===== config.mk =====
export PLATFORM = sky130hd
export DESIGN_NAME = card_dealer_flat
export DESIGN_NICKNAME = d
export VERILOG_FILES = /design/src/rtl/card_dealer_if.sv /design/src/rtl/card_dealer.sv /design/src/flat_wrapper.sv
export SDC_FILE = /design/constraint.sdc
export NUM_CORES = 1
export LEC_CHECK = 0
export CAP_MARGIN = 20
export CORE_UTILIZATION = 55
export CTS_CLUSTER_SIZE = 14
export DETAILED_ROUTE_END_ITERATION = 7
export PLACE_DENSITY = 0.78
export SLEW_MARGIN = 20
export SYNTH_ARGS = -nofsm -noshare
export SYNTH_HDL_FRONTEND = slang
export SYNTH_SLANG_ARGS = --single-unit

===== constraint.sdc =====
create_clock -name clk -period 3.3 [get_ports clk]
set_input_delay 0.99 -clock clk [delete_from_list [all_inputs] [get_ports clk]]
set_output_delay 0.99 -clock clk [all_outputs]
set_load 0.05 [all_outputs]

===== src/rtl/card_dealer_if.sv =====
// rtl/card_dealer_if.sv - card type package and dealer request/result interface
package card_dealer_pkg;
  typedef struct packed {
    logic [1:0] suit;  // Clubs, Diamonds, Hearts, Spades = 0..3
    logic [3:0] rank;  // Two..Ace = 0..12
  } card_t;
endpackage

interface card_dealer_if;
  logic                                 deal_start;
  logic                                 seed_load;
  logic [15:0]                          seed_value;
  logic                                 deal_busy;
  logic                                 deal_done;
  card_dealer_pkg::card_t [1:0][1:0]    player_cards;
  card_dealer_pkg::card_t [2:0]         flop_card;
  card_dealer_pkg::card_t               turn_card;
  card_dealer_pkg::card_t               river_card;

  modport master (
    output deal_start, seed_load, seed_value,
    input  deal_busy, deal_done, player_cards, flop_card, turn_card, river_card
  );

  modport slave (
    input  deal_start, seed_load, seed_value,
    output deal_busy, deal_done, player_cards, flop_card, turn_card, river_card
  );
endinterface


===== src/rtl/card_dealer.sv =====
// rtl/card_dealer.sv - LFSR shuffle-and-deal engine drawing 9 distinct cards by rejection sampling
module card_dealer
  import card_dealer_pkg::*;
#(
  parameter logic [15:0] SEED      = 16'hACE1,
  parameter int unsigned MAX_TRIES = 31
) (
  input  logic         clk,
  input  logic         reset,
  card_dealer_if.slave bus
);

  typedef enum logic [1:0] {S_IDLE, S_CLEAR, S_DRAW, S_DONE} state_e;

  localparam logic [15:0] POLY      = 16'hB400;
  localparam logic [7:0]  TRY_LIMIT = 8'(MAX_TRIES);

  state_e          state_q, state_d;
  logic [15:0]     lfsr_q, lfsr_d;
  logic [51:0]     used_q, used_d;
  logic [3:0]      slot_q, slot_d;
  logic [7:0]      tries_q, tries_d;
  logic [8:0][5:0] shadow_q, shadow_d;
  logic [8:0][5:0] pub_q, pub_d;

  logic [5:0] cand;
  logic [5:0] free_idx;
  logic [5:0] pick;
  logic       cand_ok;
  logic       take;

  function automatic logic [15:0] lfsr_step(logic [15:0] l);
    return l[0] ? ((l >> 1) ^ POLY) : (l >> 1);
  endfunction

  function automatic card_t to_card(logic [5:0] idx);
    card_t c;
    if (idx >= 6'd39) begin
      c.suit = 2'd3;
      c.rank = 4'(idx - 6'd39);
    end else if (idx >= 6'd26) begin
      c.suit = 2'd2;
      c.rank = 4'(idx - 6'd26);
    end else if (idx >= 6'd13) begin
      c.suit = 2'd1;
      c.rank = 4'(idx - 6'd13);
    end else begin
      c.suit = 2'd0;
      c.rank = 4'(idx);
    end
    return c;
  endfunction

  assign cand    = lfsr_q[5:0];
  assign cand_ok = (cand < 6'd52) && !used_q[cand];

  // Lowest unused index; at most 8 cards are used while drawing, so one always exists.
  always_comb begin
    free_idx = 6'd0;
    for (int i = 51; i >= 0; i--) begin
      if (!used_q[i]) free_idx = 6'(i);
    end
  end

  always_comb begin
    state_d  = state_q;
    lfsr_d   = lfsr_step(lfsr_q);
    used_d   = used_q;
    slot_d   = slot_q;
    tries_d  = tries_q;
    shadow_d = shadow_q;
    pub_d    = pub_q;
    take     = 1'b0;
    pick     = cand;

    unique case (state_q)
      S_IDLE: begin
        if (bus.seed_load) begin
          lfsr_d = (bus.seed_value == 16'h0000) ? SEED : bus.seed_value;
        end else if (bus.deal_start) begin
          state_d = S_CLEAR;
        end
      end

      S_CLEAR: begin
        used_d  = '0;
        slot_d  = '0;
        tries_d = '0;
        state_d = S_DRAW;
      end

      S_DRAW: begin
        if (cand_ok) begin
          take = 1'b1;
        end else if (tries_q == TRY_LIMIT) begin
          take = 1'b1;
          pick = free_idx;
        end else begin
          tries_d = tries_q + 8'd1;
        end

        if (take) begin
          shadow_d[slot_q] = pick;
          used_d[pick]     = 1'b1;
          slot_d           = slot_q + 4'd1;
          tries_d          = '0;
          // Publish on the edge into DONE so cards and deal_done appear together.
          if (slot_q == 4'd8) begin
            state_d = S_DONE;
            pub_d   = shadow_d;
          end
        end
      end

      S_DONE: state_d = S_IDLE;

      default: state_d = S_IDLE;
    endcase
  end

  always_ff @(posedge clk) begin
    if (reset) begin
      state_q  <= S_IDLE;
      lfsr_q   <= SEED;
      used_q   <= '0;
      slot_q   <= '0;
      tries_q  <= '0;
      shadow_q <= '0;
      pub_q    <= '0;
    end else begin
      state_q  <= state_d;
      lfsr_q   <= lfsr_d;
      used_q   <= used_d;
      slot_q   <= slot_d;
      tries_q  <= tries_d;
      shadow_q <= shadow_d;
      pub_q    <= pub_d;
    end
  end

  assign bus.deal_busy = (state_q != S_IDLE);
  assign bus.deal_done = (state_q == S_DONE);

  assign bus.player_cards[0][0] = to_card(pub_q[0]);
  assign bus.player_cards[1][0] = to_card(pub_q[1]);
  assign bus.player_cards[0][1] = to_card(pub_q[2]);
  assign bus.player_cards[1][1] = to_card(pub_q[3]);
  assign bus.flop_card[0]       = to_card(pub_q[4]);
  assign bus.flop_card[1]       = to_card(pub_q[5]);
  assign bus.flop_card[2]       = to_card(pub_q[6]);
  assign bus.turn_card          = to_card(pub_q[7]);
  assign bus.river_card         = to_card(pub_q[8]);

endmodule


===== src/flat_wrapper.sv =====
// flat-port wrapper written by rule: the top's interface ports become plain ports
module card_dealer_flat import card_dealer_pkg::*;
#(
  parameter logic [15:0] SEED      = 16'hACE1,
  parameter int unsigned MAX_TRIES = 31
)
  (clk, reset, bus_deal_start, bus_seed_load, bus_seed_value, bus_deal_busy, bus_deal_done, bus_player_cards, bus_flop_card, bus_turn_card, bus_river_card);
  card_dealer_if bus_i ();
  input  logic clk;
  input  logic reset;
  input wire logic [$bits(bus_i.deal_start)-1:0] bus_deal_start;
  input wire logic [$bits(bus_i.seed_load)-1:0] bus_seed_load;
  input wire logic [$bits(bus_i.seed_value)-1:0] bus_seed_value;
  output wire logic [$bits(bus_i.deal_busy)-1:0] bus_deal_busy;
  output wire logic [$bits(bus_i.deal_done)-1:0] bus_deal_done;
  output wire logic [$bits(bus_i.player_cards)-1:0] bus_player_cards;
  output wire logic [$bits(bus_i.flop_card)-1:0] bus_flop_card;
  output wire logic [$bits(bus_i.turn_card)-1:0] bus_turn_card;
  output wire logic [$bits(bus_i.river_card)-1:0] bus_river_card;
  assign bus_i.deal_start = bus_deal_start;
  assign bus_i.seed_load = bus_seed_load;
  assign bus_i.seed_value = bus_seed_value;
  assign bus_deal_busy = bus_i.deal_busy;
  assign bus_deal_done = bus_i.deal_done;
  assign bus_player_cards = bus_i.player_cards;
  assign bus_flop_card = bus_i.flop_card;
  assign bus_turn_card = bus_i.turn_card;
  assign bus_river_card = bus_i.river_card;
  card_dealer #(.SEED(SEED), .MAX_TRIES(MAX_TRIES)) u_core (.clk(clk), .reset(reset), .bus(bus_i));
endmodule

# Yosys cells after proc, flatten, opt, wreduce, memory -nomap -nowiden
# Index checks and enable logic that the tools add are counted.
[word_totals]
regBits = 190
word_cells = 220
output_inout_bits = 56
[op_classes]
muxes = 109
bitwise = 2
eq_ne = 11
reduce_logical = 13
n_addsub = 29
order_cmp = 33
[ops]
columns = ["cell", "count"]
rows = [
  ["$mux 6", 74],
  ["$pmux 52 s2", 1],
  ["$sub 4x4->4 const B", 18],
  ["$mux 16", 4],
  ["$bwmux 54", 1],
  ["$ge 6x4->1 const B", 9],
  ["$ge 6x5->1 const B", 9],
  ["$ge 6x6->1 const B", 9],
  ["$mux 52", 1],
  ["$or 52x52->52", 1],
  ["$mux 5", 9],
  ["$sub 4x3->4 const B", 9],
  ["$demux 6 s4", 1],
  ["$mux 8", 3],
  ["$logic_not 16->1", 1],
  ["$pmux 8 s2", 1],
  ["$lt 6x7->1 const B", 2],
  ["$add 8x1->8 const B", 1],
  ["$eq 8x5->1 const B", 1],
  ["$mux 2", 4],
  ["$pmux 2 s4", 1],
  ["$pmux 4 s2", 1],
  ["$bmux 1 s6", 1],
  ["$demux 1 s6", 1],
  ["21 further kinds", 34],
]

# Depth between registers and ports, before layout
[depth]
word_depth = 62
depth_mapped = 11
mapped_depth_nobuf = 8

# Worst setup path before layout
# Ideal clock, no wire load.
[synth_path]
path_type = "register to output"
startpoint = "register u_core.pub_q[30] (netlist name)"
endpoint = "output port bus_flop_card[6]"
setup_slack_ns = -0.827
arrival_time_ns = 3.137
path_stages_with_launch = 8
path_cell_list = "dfxtp_1 inv_1 ha_1 or3_1 a31oi_1 inv_1 o21bai_1 xnor2_1"
[synth_via]
elab_chain_len = 4
word_cells_on_any_way = 9
cone_classes = "add/sub: 3; order compare: 3; mux: 3"
[synth_rtl]
columns = ["item", "line", "rtl"]
rows = [
  ["start, declared", "card_dealer.sv:24", "logic [8:0][5:0] pub_q, pub_d;"],
  ["start signal, assigned", "card_dealer.sv:137", "pub_q <= pub_d;"],
  ["$ge 6x4->1 / $sub 4x4->4 (equally long branches)", "card_dealer.sv:44, card_dealer.sv:46", ""],
  ["$mux 5", "card_dealer.sv:44", "end else if (idx >= 6'd13) begin"],
  ["$mux 6", "card_dealer.sv:41", "end else if (idx >= 6'd26) begin"],
  ["$mux 6 (*)", "card_dealer.sv:38", "if (idx >= 6'd39) begin"],
  ["end, declared", "flat_wrapper.sv:17", "output wire logic [$bits(bus_i.flop_card)-1:0] bus_flop_card;"],
]
# Every way passes the cells marked *; elsewhere a longest branch is shown, timed or not.

# Worst setup path after layout
[layout_path]
startpoint = "register u_core.pub_q[12] (netlist name)"
endpoint = "output port bus_player_cards[7]"
[layout_via]
elab_chain_len = 4
word_cells_on_any_way = 9
cone_classes = "add/sub: 3; order compare: 3; mux: 3"
[layout_rtl]
columns = ["item", "line", "rtl"]
rows = [
  ["$ge 6x4->1 / $sub 4x4->4 (equally long branches)", "card_dealer.sv:44, card_dealer.sv:46", ""],
  ["$mux 5", "card_dealer.sv:44", ""],
  ["$mux 6", "card_dealer.sv:41", ""],
  ["$mux 6 (*)", "card_dealer.sv:38", ""],
  ["end, declared", "flat_wrapper.sv:16", "output wire logic [$bits(bus_i.player_cards)-1:0] bus_player_cards;"],
]
# Marked as above.

==> results.ini <==
[drt]
final_antenna_net_count = 0
wl_um = 31100
num_vias = 10633
wire_per_inst_um = 17.9
drt_iter0_drc = 837
dr.pass1.iters = 7
drc = 0
vias_per_cell = 6.11

[layout]
final_area_sq_mm = 0.0149
antenna_cells = 0
final_layout_size_suffix_gt1_share_pct = 29.9
num-nets-final = 1555
area_growth_pct = 36.9

[timing]
finalHoldViolCount = 0
rsz0062_at_grt = yes
skew_ns = 0.0197
fin_setup_tns_ns = -1.08
worst_slack_ns = -0.103
worst_pin_slew_ns = 1.01
maxSlewHeadroom_pct = 32.5
report.final.setup_viol = 22
clock.fmax_mhz = 294
timing.final.crit_share_pct = 103
min_period_ns = 3.40
drv_slew = 0

[worst_setup_path]
required_ns = 2.31
endpoint = bus_player_cards[7]
worst-r2r-cell-count = 7
end_kind = primary output
slowest_delay_ns = 0.38
cp-start-kind = flip-flop
crit_start = u_core.pub_q[12]$_SDFFE_PP0P_
crit_fanout = 4
r2r_start = u_core.lfsr_q[0]$_SDFF_PP1_
worstSetupPathType = flip-flop to primary output
reg2reg_to = u_core.used_q[11]$_SDFFE_PP0P_
worst-endpoint-arrival_ns = 2.41
slowest_stage = a311oi_2
cp_common_cell = buf_4
rrSetupSlack_ns = 0.15
crit_path_cell_trace = buf_4, ha_1, nand2b_1, a311oi_2, buf_4, mux2i_1, a221o_1, buf_6

[synthesis]
synthTopCellsByArea = dfxtp_1 34%, ha_1 8.3%, a21oi_1 5.4%
synth_top_family_by_area = compound AO/OA/AOI/OAI gates
ys.flop_type = dfxtp_1
yosysUniqueCellTypes = 78
synthCells = 1335
syn_avg_cell_area_sq_um = 8.17
syn-num-nets = 1427
synth_simple_gate_area_share_pct = 19.1
synth_xor_area_share_pct = 2.25
synthArstFlopShare_pct = 0
synth-edff-count = 0
synthMuxAreaShare_pct = 4.02
yosys.area.top_type = dfxtp_1
ys_warn_count = 0
synth_top_area_share_pct = 33.8
syn_area_sq_mm = 0.0109
synth-compound-area-share_pct = 27.0
synthAdderAreaFrac_pct = 8.26
seq_area_frac_synth_pct = 33.8
ys_seq_elements = 184

[status]
status = finished, violations left
violations = setup timing

[worst_hold_path]
hp-class = flip-flop to flip-flop
min_delay_path_depth = 2

[floorplanning]
io_pins = 76
die_y_um = 143
initial_core_util_pct = 56.0
die_area_sq_mm = 0.0204
num_rows = 51
die_w_um = 143
coreArea_sq_mm = 0.0195

[placement]
placed_cell_area_sq_mm = 0.0129
gp_congestion = 0.933
dpl_worst_slack_ns = 0.124
portBuffers = 75
place_hpwl_um = 19200

[global_route]
grtUsageTotal_pct = 28.4
grt_pass1_wl_um = 47000
grt_start_max_net_pins = 76
grt-ovfl-total = 0
antenna_found_initial = 0
grt_pass1_vias = 9743

[clock_network]
cts_tree = built
h-tree-depth = 4
path_clk_slew_ns = 0.08
postCtsHoldBufs = 0
cts_inserted_buffers = 17
cts_max_path_buffers = 2
clock_sinks = 184
clk_latency_ns = 0.45
clock-root-buffer = clkbuf_16

[job]
maxCapViolations = 0

[power]
leakage_uw = 0.00550
p_per_area_mw_per_mm2 = 392
ir_drop_uv = 403

==> report_power, final <==
group / total (uW) / internal, uW / switching (uW) / leakage [uW]
Combinational: 1490 / 518 / 973 / 0.00373
Sequential: 2380 / 2300 / 80.0 / 0.00150
Clock: 1970 / 1020 / 952 / 0.000276
Total: 5850 / 3840 / 2010 / 0.00550
==> logic make-up after synthesis <==
group | count (synthesis)
AOI/OAI and AO/OA | 433
xor gates and xnor gates | 28
adders and majority gates | 72
buffers and inverters | 140
DFF | 184
muxes | 35
and+or+nand+nor | 443
==> what timing repair did <==
item,4_1_cts,5_1_grt
endpoints found under the hold margin,0,0
setup endpoints to repair,38,35
pin swaps,37,56
buffers inserted,25,23
gates resized for setup,140,152
==> layout make-up <==
| class | count | area, sq um |
|---|---|---|
| Inverter | 59 | 274 |
| Fill cell | 1266 | 4540 |
| Sequential cell | 184 | 3740 |
| Clock inverter | 14 | 135 |
| Tap cell | 265 | 332 |
| Multi-Input combinational cell | 1011 | 7840 |
| Clock buffer | 18 | 439 |
| Timing Repair Buffer | 190 | 2160 |
==> placed cells by master (no fill, tap or decap), drive strengths merged, types with 10 or more instances in the layout <==
master           n
nor4            11
mux2i           25
nor3            31
a31oi           17
nand3           17
dfxtp          184
o31ai           57
or3             11
ha              72
a221o           10
a211oi          61
a221oi          10
nand4           24
a21oi          118
buf            170
clkdlybuf4s50   20
xnor2           13
nor2           132
inv             66
o21ai           89
and2            13
nor2b           14
nand2          142
clkbuf          18
nand2b          23
xor2            15
==> sequential cells by signal, summed over array words and instances (netlist names) <==
register         count
u_core.shadow_q     48
u_core.slot_q        4
u_core.pub_q        54
u_core.lfsr_q       16
u_core.state_q       2
u_core.used_q       52
u_core.tries_q       8
==> cell usage after synthesis (10+ instances only) <==
cell type	count
dfxtp_1	184
nand2_1	141
nor2_1	132
a21oi_1	118
o21ai_0	89
ha_1	72
a211oi_1	58
inv_1	58
o31ai_1	52
clkbuf_1	45
nor3_1	31
buf_2	29
mux2i_1	25
nand4_1	24
nand2b_1	23
a31oi_1	17
nand3_1	17
xor2_1	15
nor2b_1	14
xnor2_1	13
or3_1	11
a221o_1	10
and2_1	10
==> critical path, delay by kind of cell (launching register included) <==
family / cells / cell delay [ns]
AO/OA/AOI/OAI: 2 / 0.68
adder cells (fa/ha/maj): 1 / 0.19
buffers and inverters: 3 / 0.49
flip-flops: 1 / 0.36
multiplexers: 1 / 0.07
AND/OR/NAND/NOR: 1 / 0.18
==> worst min-delay path by stage <==
stage | to | startpoint
6_report | u_core.lfsr_q[8]$_SDFF_PP0_ | u_core.lfsr_q[9]$_SDFF_PP0_
2_1_floorplan | u_core.lfsr_q[14]$_SDFF_PP0_ | u_core.lfsr_q[15]$_SDFF_PP1_
5_1_grt | u_core.lfsr_q[8]$_SDFF_PP0_ | u_core.lfsr_q[9]$_SDFF_PP0_
4_1_cts | u_core.lfsr_q[8]$_SDFF_PP0_ | u_core.lfsr_q[9]$_SDFF_PP0_
3_5_place_dp | u_core.lfsr_q[8]$_SDFF_PP0_ | u_core.lfsr_q[9]$_SDFF_PP0_
3_3_place_gp | u_core.lfsr_q[8]$_SDFF_PP0_ | u_core.lfsr_q[9]$_SDFF_PP0_
==> metrics by stage <==
step	util (%)	hold slack, ns	total power, uW	std cells
floorplan	-	0.422	3420	1335
global placement	66.3	0.427	3880	1662
detailed placement	66.3	0.443	3900	1662
CTS	72.5	0.452	5850	1719
global route	76.7	0.462	6070	1741
finish	76.7	0.448	5850	1741
==> routing by layer <==
layer | up-vias | routed length, um | global-route usage (%)
met2 | 325 | 15700 | 48.0
met5 | - | 0 | 0
met4 | 0 | 937 | 10.9
li1 | 5128 | - | -
met3 | 77 | 1400 | 4.23
met1 | 5103 | 13100 | 36.4
(Power assumes the default switching activity.)
